--- src/rtl/hazard_sequencer.sv ---
// IF/ID front-end pipeline control: post-reset fetch hold, load-use stall,
// taken-branch flush, external multi-cycle hold, and a saturating stall counter.
module hazard_sequencer #(
  parameter int BOOT_CYCLES = 4,
  parameter int CNT_W       = 16
) (
  input  logic             clk,
  input  logic             reset,
  input  logic             MemRead_EX,
  input  logic [4:0]       RD_EX,
  input  logic [4:0]       RS1_ID,
  input  logic [4:0]       RS2_ID,
  input  logic [6:0]       OPCODE_ID,
  input  logic             PCSrc,
  input  logic             ext_busy,
  output logic             PC_write,
  output logic             IF_ID_write,
  output logic             IF_ID_flush,
  output logic             ctrl_bubble,
  output logic             stall_active,
  output logic [CNT_W-1:0] stall_count
);

  localparam logic [6:0] OP_LUI   = 7'b0110111;
  localparam logic [6:0] OP_AUIPC = 7'b0010111;
  localparam logic [6:0] OP_JAL   = 7'b1101111;
  localparam logic [6:0] OP_R     = 7'b0110011;
  localparam logic [6:0] OP_S     = 7'b0100011;
  localparam logic [6:0] OP_B     = 7'b1100011;

  localparam logic [7:0] BOOT_LAST = 8'(BOOT_CYCLES - 1);

  typedef enum logic [1:0] {
    S_BOOT,
    S_RUN,
    S_HOLD
  } state_t;

  state_t     state, state_next;
  logic [7:0] boot_cnt, boot_next;
  logic       rs1_used, rs2_used, load_use;

  // Register fields that carry no source operand must not raise a false stall.
  always_comb begin
    rs1_used = !(OPCODE_ID inside {OP_LUI, OP_AUIPC, OP_JAL});
    rs2_used = OPCODE_ID inside {OP_R, OP_S, OP_B};
    load_use = MemRead_EX && (RD_EX != 5'd0) &&
               ((rs1_used && (RS1_ID == RD_EX)) || (rs2_used && (RS2_ID == RD_EX)));
  end

  // NOTE: every output of this block gets a default first, so no path can infer a latch.
  always_comb begin
    state_next  = state;
    boot_next   = boot_cnt;
    PC_write    = 1'b1;
    IF_ID_write = 1'b1;
    IF_ID_flush = 1'b0;
    ctrl_bubble = 1'b0;

    case (state)
      S_RUN, S_HOLD: begin
        state_next = S_RUN;
        if (state == S_HOLD && ext_busy) begin
          PC_write    = 1'b0;
          IF_ID_write = 1'b0;
          ctrl_bubble = 1'b1;
          state_next  = S_HOLD;
        end else if (PCSrc) begin
          // Wrong-path instruction is squashed, never stalled.
          IF_ID_flush = 1'b1;
          ctrl_bubble = 1'b1;
        end else if (ext_busy) begin
          PC_write    = 1'b0;
          IF_ID_write = 1'b0;
          ctrl_bubble = 1'b1;
          state_next  = S_HOLD;
        end else if (load_use) begin
          PC_write    = 1'b0;
          IF_ID_write = 1'b0;
          ctrl_bubble = 1'b1;
        end
      end
      default: begin
        PC_write    = 1'b0;
        IF_ID_write = 1'b0;
        IF_ID_flush = 1'b1;
        ctrl_bubble = 1'b1;
        state_next  = S_BOOT;
        if (boot_cnt == BOOT_LAST) state_next = S_RUN;
        else                       boot_next  = boot_cnt + 8'd1;
      end
    endcase
  end

  // NOTE: sequential state uses non-blocking assignments so every register samples pre-edge values.
  always_ff @(posedge clk or negedge reset) begin
    if (!reset) begin
      state        <= S_BOOT;
      boot_cnt     <= 8'd0;
      stall_active <= 1'b0;
      stall_count  <= '0;
    end else begin
      state    <= state_next;
      boot_cnt <= boot_next;
      if (state != S_BOOT) begin
        stall_active <= !PC_write;
        if (!PC_write && (stall_count != '1))
          stall_count <= stall_count + CNT_W'(1);
      end else begin
        stall_active <= 1'b0;
      end
    end
  end

endmodule

--- config.mk ---
export PLATFORM = sky130hd
export DESIGN_NAME = hazard_sequencer
export DESIGN_NICKNAME = d
export VERILOG_FILES = /design/src/rtl/hazard_sequencer.sv
export SDC_FILE = /design/constraint.sdc
export NUM_CORES = 1
export LEC_CHECK = 0
export BUFFER_PORTS_ARGS = -buffer_cell sky130_fd_sc_hd__clkbuf_2
export CORE_UTILIZATION = 45
export DETAILED_ROUTE_END_ITERATION = 8
export MAX_ROUTING_LAYER = met4
export PLACE_DENSITY = 0.72
export SYNTH_ARGS = -nofsm -noshare
export SYNTH_HDL_FRONTEND = slang
export SYNTH_SLANG_ARGS = --single-unit
export TNS_END_PERCENT = 5
--- constraint.sdc ---
create_clock -name clk -period 2.19 [get_ports clk]
set_input_delay 0.219 -clock clk [delete_from_list [all_inputs] [get_ports clk]]
set_output_delay 0.219 -clock clk [all_outputs]
set_load 0.01 [all_outputs]
Yosys cells after proc, flatten, opt, wreduce, memory -nomap -nowiden
Cells that the tools add are included.
Word-level totals
  bits in registers: 27
  bits of input ports: 27
  output and inout bits: 21
Operators by class
  reduce and logical (&&, ||, !) cells: 16
  equality and inequality tests: 12
  add/subtract/negate cells: 2
  muxes and demuxes: 19
  bitwise gates (word level): 2
Operators by type and width (number)
  $eq 7x6->1 const B: 3
  $add 16x1->16 const B: 1
  $ne 16x16->1 const B: 1
  $mux 1: 15
  $eq 7x7->1 const B: 2
  $eq 5x5->1: 2
  $add 8x1->8 const B: 1
  $eq 8x2->1 const B: 1
  $mux 2: 4
  $eq 7x5->1 const B: 1
  $logic_and 1x1->1: 6
  $reduce_bool 3->1: 2
  $reduce_bool 5->1: 1
  $reduce_and 2->1: 2
  $eq 2x1->1 const B: 1
  $eq 2x2->1 const B: 1
  $logic_not 1->1: 2
  $not 1->1: 2
  $reduce_bool 2->1: 1
  $reduce_or 2->1: 1
  $logic_or 1x1->1: 1

Longest topological paths before layout
Gate-level depths: netlist (run 1).
  word-level depth: 14
  gate-level depth with buffers: 9

Worst setup path before layout (run 1)
No wires, ideal clock.
  kind: register to register
  start: reg stall_count[0]
  end: reg stall_count[9]
  buffers on the path: 0
  required time: 2.064 ns
  arrival time: 1.768 ns
  stages on the path, launching flop included: 8
  period minus slack after synthesis: 1.894 ns
  setup slack: 0.296 ns
  setup time: 0.126 ns
  cells stage by stage: dfrtp_1 -> ha_1 -> nand4_1 -> nor2_1 -> and4_1 -> nor4_1 -> nand4_1 -> xnor2_1
Between the ends
  word-level cells in the longest chain between the ends: 3
  elaborated cells on any way between the ends: 4
  those cells by class: 1 x add/sub; 1 x eq/ne; 2 x reduce/logical
RTL lines
  start: declaration: line 21  | output logic [CNT_W-1:0] stall_count
  start signal: assignment: line 108  | stall_count <= stall_count + CNT_W'(1);
  branches (longest 3 deep; another with $add 16x1->16)
Several ways; the timed one is not identified.
A chain may end at the register's enable or synchronous reset.

Worst setup path in the final report (run 1)
  start: reg state[1]
  end: out ctrl_bubble
Between the ends
  word-level cells in the longest chain between the ends: 4
  elaborated cells on any way between the ends: 6
  those cells by class: 2 x eq/ne; 2 x mux; 2 x reduce/logical
RTL lines
  start: declaration: line 39  | state_t state, state_next;
  start signal: assignment: line 103  | state <= state_next;
  $eq 2x2->1: line 60, 63
  $logic_and 1x1->1: line 63  | if (state == S_HOLD && ext_busy) begin
  $mux 1: line 63
  $mux 1 *: line 60  | case (state)
  end: declaration: line 19  | output logic ctrl_bubble,
Mark *: on every way between the ends. The rest lies on a longest branch, timed or not.

==> impl_metrics.json, run 1 <==
{
  "yosysWarningCount": 0,
  "ir_drop_uv": 573,
  "ff2ff_setup_slack_ns": 0.29,
  "synth_edf_count": 0,
  "path_cells": "inv_1 > ha_1 > inv_1 > or4_1 > clkbuf_2",
  "grt_pass1_vias": 1219,
  "fmax_mhz": 484,
  "seq_area_frac_synth_pct": 44.4,
  "synth_area_mm2": 0.00152,
  "synth_nets": 178,
  "core_region_area_mm2": 0.00313,
  "holdCritPathClass": "in -> reg",
  "p_seq_share_pct": 43.4,
  "synth_top_family_by_area": "simple AND/OR/NAND/NOR gates",
  "gp_congestion": 0.853,
  "rsz0062_at_grt": "no",
  "die_area_mm2": 0.00362,
  "finalPower_uw": 1830,
  "grt-ovfl-total": 0,
  "worstSetupStartpointType": "flip-flop",
  "path_buf_inv": 3,
  "postCtsSetupBuffers": 0,
  "synth_xor_area_share_pct": 18.4,
  "switching_power_uw": 718,
  "post-route-drc-count": 0,
  "p_int_uw": 1110,
  "via_per_inst": 4.91,
  "drtIter0Drc": 14,
  "muxShareOfSynthArea_pct": 1.73,
  "slew_viol_final": 0,
  "p_clk_share_pct": 11.1,
  "path_common_cell": "inv_1",
  "end_kind": "output pin",
  "syn_to_final_growth_pct": 22.1,
  "ys_ff_latch": 27,
  "nets": 232,
  "grt_antenna_before_repair": 0,
  "clkSinkCount": 27,
  "fin_cells": 244,
  "synthCells": 147,
  "port_buffers": 47,
  "critPathRequiredTime_ns": 1.97,
  "min_period_ns": 2.07,
  "async_flop_share_pct": 100,
  "critPathKind": "reg -> out",
  "whs_ns": 0.0981,
  "yosysTopAreaCell": "dfrtp_1",
  "rows": 20,
  "clockBufferDepth": 2,
  "dpl.hpwl_um": 2400,
  "wire_per_inst_um": 12.1,
  "power.density_mw_per_mm2": 986,
  "drive_gt1_share_pct": 33.5,
  "syn_avg_cell_area_um2": 10.4,
  "tightest_slew_ns": 0.636,
  "critPathTopFamily": "simple AND/OR/NAND/NOR gates",
  "place_inst": 239,
  "totalNegativeSetupSlack_ns": 0,
  "drt_pass1_iterations": 4,
  "dpl_cell_area_mm2": 0.00181,
  "arrival_ns": 1.85,
  "synth-simple-area-share_pct": 25.3,
  "yosys.cell_count.top_type": "dfrtp_1",
  "grt_util_all_layers_pct": 19.6,
  "die_h_um": 60.1,
  "antenna_left": 0,
  "fin_crit_sh_pct": 94.4,
  "synthTopCellsByCount": "dfrtp_1, xnor2_1, nand3_1",
  "hold_viol": 0,
  "cts_tree": "yes",
  "synth_flop_cell": "dfrtp_1",
  "die_w_um": 60.1,
  "p_comb_share_pct": 45.4,
  "setup_viol": 0,
  "htree_levels": 1,
  "num_io_pins": 48,
  "clkTransAtPathRegs_ns": 0.12,
  "cp_slowest_cell": "or4_1",
  "start_util_pct": 48.6,
  "status": "complete, no violations",
  "clk_latency_ns": 0.32,
  "yosys.cell_types.count": 36,
  "critPathMaxStageDelay_ns": 0.47,
  "vias": 1197,
  "leakage_uw": 0.000864,
  "cap_viol_max_count": 0,
  "grt_first_pass_wirelength_um": 5150,
  "slew_headroom_pct": 57.6,
  "cts_root_buf": "clkbuf_4",
  "synth.top_cell.area_share_pct": 44.4,
  "grt_start_max_net_pins": 28,
  "synth_area_leaders": "dfrtp_1, xnor2_1, xor2_1",
  "numCtsBuffers": 3,
  "synth_fa_ha_area_share_pct": 3.29,
  "diodes": 0,
  "crit_fanout": 7,
  "fin_skew_ns": 0.0133,
  "swShare_pct": 39.2,
  "fin_area_mm2": 0.00186,
  "synth_compound_area_share_pct": 3.37,
  "routed_wl_um": 2960
}
==> final cells by class <==
type	count	area, µm²
fill	279	1270
multi-input combinational	111	802
sequential	27	676
timing repair buffer	52	275
tap	44	55.1
clock buffer	3	22.5
inverter	6	22.5
clock inverter	1	5.00
==> worst register-to-register path: cells and delay by family, from the launching register on <==
| family | cells | cell delay (ns) |
|---|---|---|
| AND/OR/NAND/NOR | 3 | 0.43 |
| flip-flops | 1 | 0.38 |
| multiplexers | 1 | 0.30 |
| buffers and inverters | 2 | 0.28 |
| AO/OA/AOI/OAI | 2 | 0.26 |
| adder cells (fa/ha/maj) | 1 | 0.17 |
==> metrics by stage <==
step                utilization [%]  worst slack [ns]
floorplan                         -             0.296
global placement               57.9             0.224
detailed placement             57.9             0.193
CTS                            59.1            0.0133
global route                   59.4            0.0165
finish                         59.4             0.122
==> cells in the final DEF, fill, tap and decap left out, types with 2 or more instances in the layout <==
| cell | instances |
|---|---|
| clkbuf_2 | 47 |
| dfrtp_1 | 27 |
| xnor2_1 | 21 |
| nand3_1 | 12 |
| nand2_1 | 11 |
| xor2_1 | 11 |
| nand4_1 | 9 |
| nor2_1 | 8 |
| inv_1 | 6 |
| ha_1 | 4 |
| buf_4 | 4 |
| a21oi_1 | 3 |
| nor3_1 | 3 |
| and3_1 | 3 |
| clkbuf_4 | 3 |
| and3_2 | 2 |
| and4_1 | 2 |
| nand3b_1 | 2 |
| nor4_1 | 2 |
==> per-layer routing <==
layer,vias to the layer above,wire length [µm],GRT usage (%)
met5,-,0,-
met4,0,10,6.64
met3,2,81,4.76
met2,22,1520,32.7
met1,555,1350,22.9
li1,618,-,-
==> sequential cells by signal, indices dropped and copies added, names as in the netlist <==
signal,cells
state,2
stall_active,1
stall_count,16
boot_cnt,8
==> worst paths after layout <==
| kind | from | end | depth (start not counted) |
|---|---|---|---|
| max | state[1] | ctrl_bubble | 5 |
| min in group asynchronous | reset | stall_count[7] | 2 |
| max reg2reg | state[0] | stall_count[1] | 9 |
| min | PCSrc | state[1] | 2 |
| max in group asynchronous | reset | stall_count[2] | 2 |
| min reg2reg | boot_cnt[7] | boot_cnt[7] | 1 |
==> logic make-up (layout without fill, tap and decap cells) <==
kind of cell	after synthesis	count (layout)
mux	2	2
fa+ha+maj	4	4
flops	27	27
simple gates	66	66
xor+xnor	32	32
compound gates	7	7
buf+inv	9	62
==> what timing repair did <==
item | 4_1_cts | 5_1_grt
resized for setup | 0 | 1
hold buffers | 1 | 0
endpoints found under the setup margin | 0 | 2
endpoints found under the hold margin | 27 | 0
==> power groups by stage <==
| stage | combinational [µW] | clock (µW) | sequential [µW] |
|---|---|---|---|
| CTS | 835 | 220 | 794 |
| floorplan | 567 | 0 | 814 |
| global route | 944 | 238 | 819 |
| global placement | 801 | 0 | 798 |
| finish | 832 | 204 | 795 |
| detailed placement | 831 | 0 | 802 |
No activity file was read; power rests on OpenSTA's default activity.
==> run 2: changes to the inputs <==
- PLACE_DENSITY: 0.72 -> 0.83
==> run 2 against run 1 <==
  * Design area increased by 0.27%
  * Critical path type unchanged
  * Power increased by 1.1%
  * Non-clock buffer count unchanged
  * Core utilization increased by 0.16 points
  * Wire length increased by 2.9%
  * Sequential share of layout area decreased by 0.098 points
  * Largest power group unchanged
  * Critical path depth unchanged
  * Largest cell class unchanged
  * Register-to-register slack got worse by 0.06 ns
  * Clock skew decreased by 0.0022 ns
==> impl_metrics.json, run 2 (synthesized netlist as in run 1, its figures left out) <==
{
  "regMostFlops": "stall_count",
  "ff2ff_setup_slack_ns": 0.23,
  "setup_viol": 0,
  "reg2reg_depth": 8,
  "gp_congestion": 0.803,
  "core_region_area_mm2": 0.00313,
  "fin_skew_ns": 0.0111,
  "clockBufferDepth": 2,
  "post-route-drc-count": 0,
  "clkTransAtPathRegs_ns": 0.14,
  "rr_startpoint": "stall_count[0]",
  "grt_antenna_before_repair": 0,
  "grt_start_max_net_pins": 28,
  "whs_ns": 0.0955,
  "fin_area_mm2": 0.00186,
  "crit_fanout": 7,
  "tightest_slew_ns": 0.645,
  "num_io_pins": 48,
  "slew_headroom_pct": 57.0,
  "critPathRequiredTime_ns": 1.97,
  "grt_util_all_layers_pct": 19.3,
  "port_buffers": 47,
  "dpl.hpwl_um": 2410,
  "die_h_um": 60.1,
  "ir_drop_uv": 686,
  "start_util_pct": 48.6,
  "die_w_um": 60.1,
  "vias": 1237,
  "fin_crit_sh_pct": 93.0,
  "critPathKind": "reg -> out",
  "wire_per_inst_um": 12.5,
  "die_area_mm2": 0.00362,
  "final_cell_mix": "clkbuf_2, dfrtp_1, xnor2_1",
  "syn_to_final_growth_pct": 22.5,
  "drive_gt1_share_pct": 34.0,
  "fill_cells": 276,
  "grt-ovfl-total": 0,
  "dpl_cell_area_mm2": 0.00181,
  "min_period_ns": 2.04,
  "fin_util_pct": 59.6,
  "via_per_inst": 5.07,
  "antenna_left": 0,
  "slew_viol_final": 0,
  "leakage_uw": 0.000859,
  "drt_pass1_iterations": 4,
  "totalNegativeSetupSlack_ns": 0,
  "cap_viol_max_count": 0,
  "diodes": 0,
  "reg_top3": "stall_count x16, boot_cnt x8, state x2",
  "final_common_cell": "clkbuf_2",
  "routed_wl_um": 3040,
  "holdCritPathClass": "in -> reg",
  "hp-start": "PCSrc",
  "arrival_ns": 1.82,
  "cts_tree": "yes",
  "grt_first_pass_wirelength_um": 5020,
  "nets": 232,
  "grt_pass1_vias": 1155,
  "clk_latency_ns": 0.33,
  "largest_register_ffs": 16,
  "hold_depth": 2,
  "numCtsBuffers": 3,
  "cts_root_buf": "clkbuf_4",
  "htree_levels": 1,
  "end_kind": "output pin",
  "power.density_mw_per_mm2": 994,
  "hold_end": "state[1]",
  "rsz0062_at_grt": "no",
  "hold_viol": 0,
  "rows": 20,
  "status": "complete, no violations",
  "worstSetupStartpointType": "flip-flop",
  "r2r_end": "stall_count[8]",
  "fmax_mhz": 491,
  "clkSinkCount": 27,
  "drtIter0Drc": 21
}
[run 2: cell types whose count changed in the layout (fill, tap and decap cells not counted), sizes merged]
| cell | change |
|---|---|
| clkinvlp | +1 |
| clkinv | -1 |
[run 2: area by class of cell]
type / instances / area (µm²) / area share (%)
well taps: 44 / 55.1 / 2.95
repair buffers: 52 / 275 / 14.8
inverters: 6 / 22.5 / 1.21
multi-input cells: 111 / 805 / 43.2
flip-flops and latches: 27 / 676 / 36.3
clock inverters: 1 / 7.51 / 0.403
clock buffers: 3 / 22.5 / 1.21
[run 2: per-layer routing]
| layer | global-route usage (%) | up-vias | routed length (µm) |
|---|---|---|---|
| li1 | - | 625 | - |
| met1 | 20.6 | 585 | 1370 |
| met2 | 34.9 | 25 | 1540 |
| met3 | 5.63 | 2 | 115 |
| met4 | 3.99 | 0 | 8 |
| met5 | - | - | 0 |
[run 2: worst max-delay path: stages, from the launching register on]
cell	delay, ns
dfrtp_1	0.37
inv_1	0.05
ha_2	0.41
inv_1	0.08
or4_1	0.46
clkbuf_2	0.14
[run 2: repair_timing]
| action | in CTS | in global routing |
|---|---|---|
| buffers inserted | 0 | 0 |
| hold buffers | 1 | 0 |
| setup endpoints to repair | 0 | 3 |
| hold endpoints to repair | 27 | 0 |
| gates resized for setup | 0 | 2 |
[run 2: worst max-delay path by stage]
stage | cells after the start | to | slack [ns] | startpoint
6_report | 5 | ctrl_bubble | 0.15 | state[1]
5_1_grt | 5 | ctrl_bubble | 0.02 | state[1]
4_1_cts | 5 | IF_ID_write | 0.01 | state[1]
3_5_place_dp | 7 | stall_count[1] | 0.17 | OPCODE_ID[3]
3_3_place_gp | 7 | stall_count[1] | 0.25 | OPCODE_ID[3]
2_1_floorplan | 7 | stall_count[9] | 0.30 | stall_count[0]
[run 2: through the flow]
stage	power [µW]	cells	worst slack, ns
after floorplan	1380	147	0.296
after global placement	1610	239	0.254
after detailed placement	1630	239	0.170
after CTS	1860	244	0.0124
after global routing	2010	244	0.0193
final	1850	244	0.152
[run 2: power breakdown]
group	switching (µW)	internal [µW]	leakage [µW]
logic	439	400	0.000506
registers	145	650	0.000339
clock network	148	69.9	0.0000139
==> run 3: changes to the inputs <==
- PLACE_DENSITY: 0.83 -> 0.8
==> run 3 against run 2 <==
  * Sequential share of layout area stayed put
  * Die area stayed put
  * Design area stayed put
  * Clock skew is 0.0092 ns higher
  * Highest routed layer unchanged
  * Count of clock-buffer cells in the layout stayed put
==> impl_metrics.json, run 3 (synthesized netlist as in run 1, its figures left out) <==
{
  "dpl_worst_slack_ns": 0.185,
  "dpl.hpwl_um": 2280,
  "arrival_ns": 1.83,
  "port_buffers": 47,
  "ff2ff_setup_slack_ns": 0.30,
  "clkSinkCount": 27,
  "fmax_mhz": 489,
  "fin_cells": 244,
  "min_period_ns": 2.05,
  "tightest_slew_ns": 0.662,
  "die_h_um": 60.1,
  "critPathRequiredTime_ns": 1.97,
  "antenna_left": 0,
  "rsz0062_at_grt": "no",
  "clk_latency_ns": 0.34,
  "die_area_mm2": 0.00362,
  "grt_first_pass_wirelength_um": 4820,
  "hold_viol": 0,
  "cts_root_buf": "clkbuf_4",
  "slew_viol_final": 0,
  "final_common_cell": "clkbuf_2",
  "fin_skew_ns": 0.0204,
  "setup_viol": 0,
  "layout_setup_ws_ns": 0.144,
  "clockBufferDepth": 2,
  "grt_pass1_vias": 1084,
  "place_inst": 239,
  "largest_register_ffs": 16,
  "syn_to_final_growth_pct": 22.5,
  "holdCritPathClass": "in -> reg",
  "rr_startpoint": "state[0]",
  "numCtsBuffers": 3,
  "start_util_pct": 48.6,
  "vias": 1235,
  "cts_tree": "yes",
  "core_region_area_mm2": 0.00313,
  "endpoint": "ctrl_bubble",
  "status": "complete, no violations",
  "cap_viol_max_count": 0,
  "htree_levels": 1,
  "reg_top3": "stall_count x16, boot_cnt x8, state x2",
  "wire_per_inst_um": 12.0,
  "power.density_mw_per_mm2": 991,
  "critPathKind": "reg -> out",
  "num_io_pins": 48,
  "die_w_um": 60.1,
  "whs_ns": 0.109,
  "via_per_inst": 5.06,
  "nets": 232,
  "regMostFlops": "stall_count",
  "grt_start_max_net_pins": 28,
  "crit_fanout": 7,
  "ir_drop_uv": 497,
  "startpoint": "state[1]",
  "drt_pass1_iterations": 4,
  "grt-ovfl-total": 0,
  "totalNegativeSetupSlack_ns": 0,
  "leakage_uw": 0.000859,
  "fin_crit_sh_pct": 93.4,
  "final_cell_mix": "clkbuf_2, dfrtp_1, xnor2_1",
  "routed_wl_um": 2930,
  "drive_gt1_share_pct": 34.0,
  "clkTransAtPathRegs_ns": 0.13,
  "slew_headroom_pct": 55.9,
  "postCtsSetupBuffers": 0,
  "reg2reg_depth": 9,
  "diodes": 0,
  "grt_util_all_layers_pct": 18.4,
  "gp_congestion": 0.788,
  "worstSetupStartpointType": "flip-flop",
  "rows": 20,
  "post-route-drc-count": 0,
  "drtIter0Drc": 45,
  "grt_antenna_before_repair": 0,
  "r2r_end": "stall_count[14]",
  "end_kind": "output pin"
}
## run 3: repair_timing
action	4_1_cts	5_1_grt
gates resized for setup	1	1
endpoints found under the setup margin	2	1
cloned	0	0
hold buffers	1	0
endpoints found under the hold margin	27	0
## run 3: area by class of cell
cell class / instances / area, µm²
Sequential cell: 27 / 676
Inverter: 6 / 22.5
Multi-Input combinational cell: 111 / 805
Clock inverter: 1 / 7.51
Timing Repair Buffer: 52 / 275
Tap cell: 44 / 55.1
Fill cell: 278 / 1260
Clock buffer: 3 / 22.5
## run 3: how the worst min path moves through the flow
stage	slack, ns	startpoint	to	depth (start not counted)
final	0.11	PCSrc	state[1]	2
after global routing	0.11	PCSrc	state[1]	2
after CTS	0.09	PCSrc	state[1]	2
after detailed placement	0.28	reset	stall_count[9]	1
after global placement	0.27	reset	stall_count[9]	1
after floorplan	-0.08	reset	boot_cnt[0]	0
## run 3: through the flow
step                      util, %  area [µm²]  total power (µW)
after floorplan                 -        1520              1380
after global placement       57.9        1810              1600
after detailed placement     57.9        1810              1620
after CTS                    59.5        1860              1860
after global routing         59.6        1860              2000
final                        59.6        1860              1850
## run 3: worst max-delay path, cell delays in order, from the launching register on
cell and delay [ns]:
dfrtp_1 0.38, inv_1 0.05, ha_2 0.40, inv_1 0.07, or4_1 0.46, clkbuf_2 0.14
## run 3: per-layer routing
metal	wire length [µm]	GRT usage, %	vias to the layer above	share of wire (%)
met2	1460	29.7	23	50
li1	-	-	619	-
met4	29	4.98	0	0.99
met3	98	3.90	5	3.3
met1	1350	23.1	588	46
met5	0	-	-	0
## run 3: power breakdown
group          switching, µW  internal (µW)
Combinational            429            399
Clock                    151           70.0
Sequential               147            650
Total                    727           1120
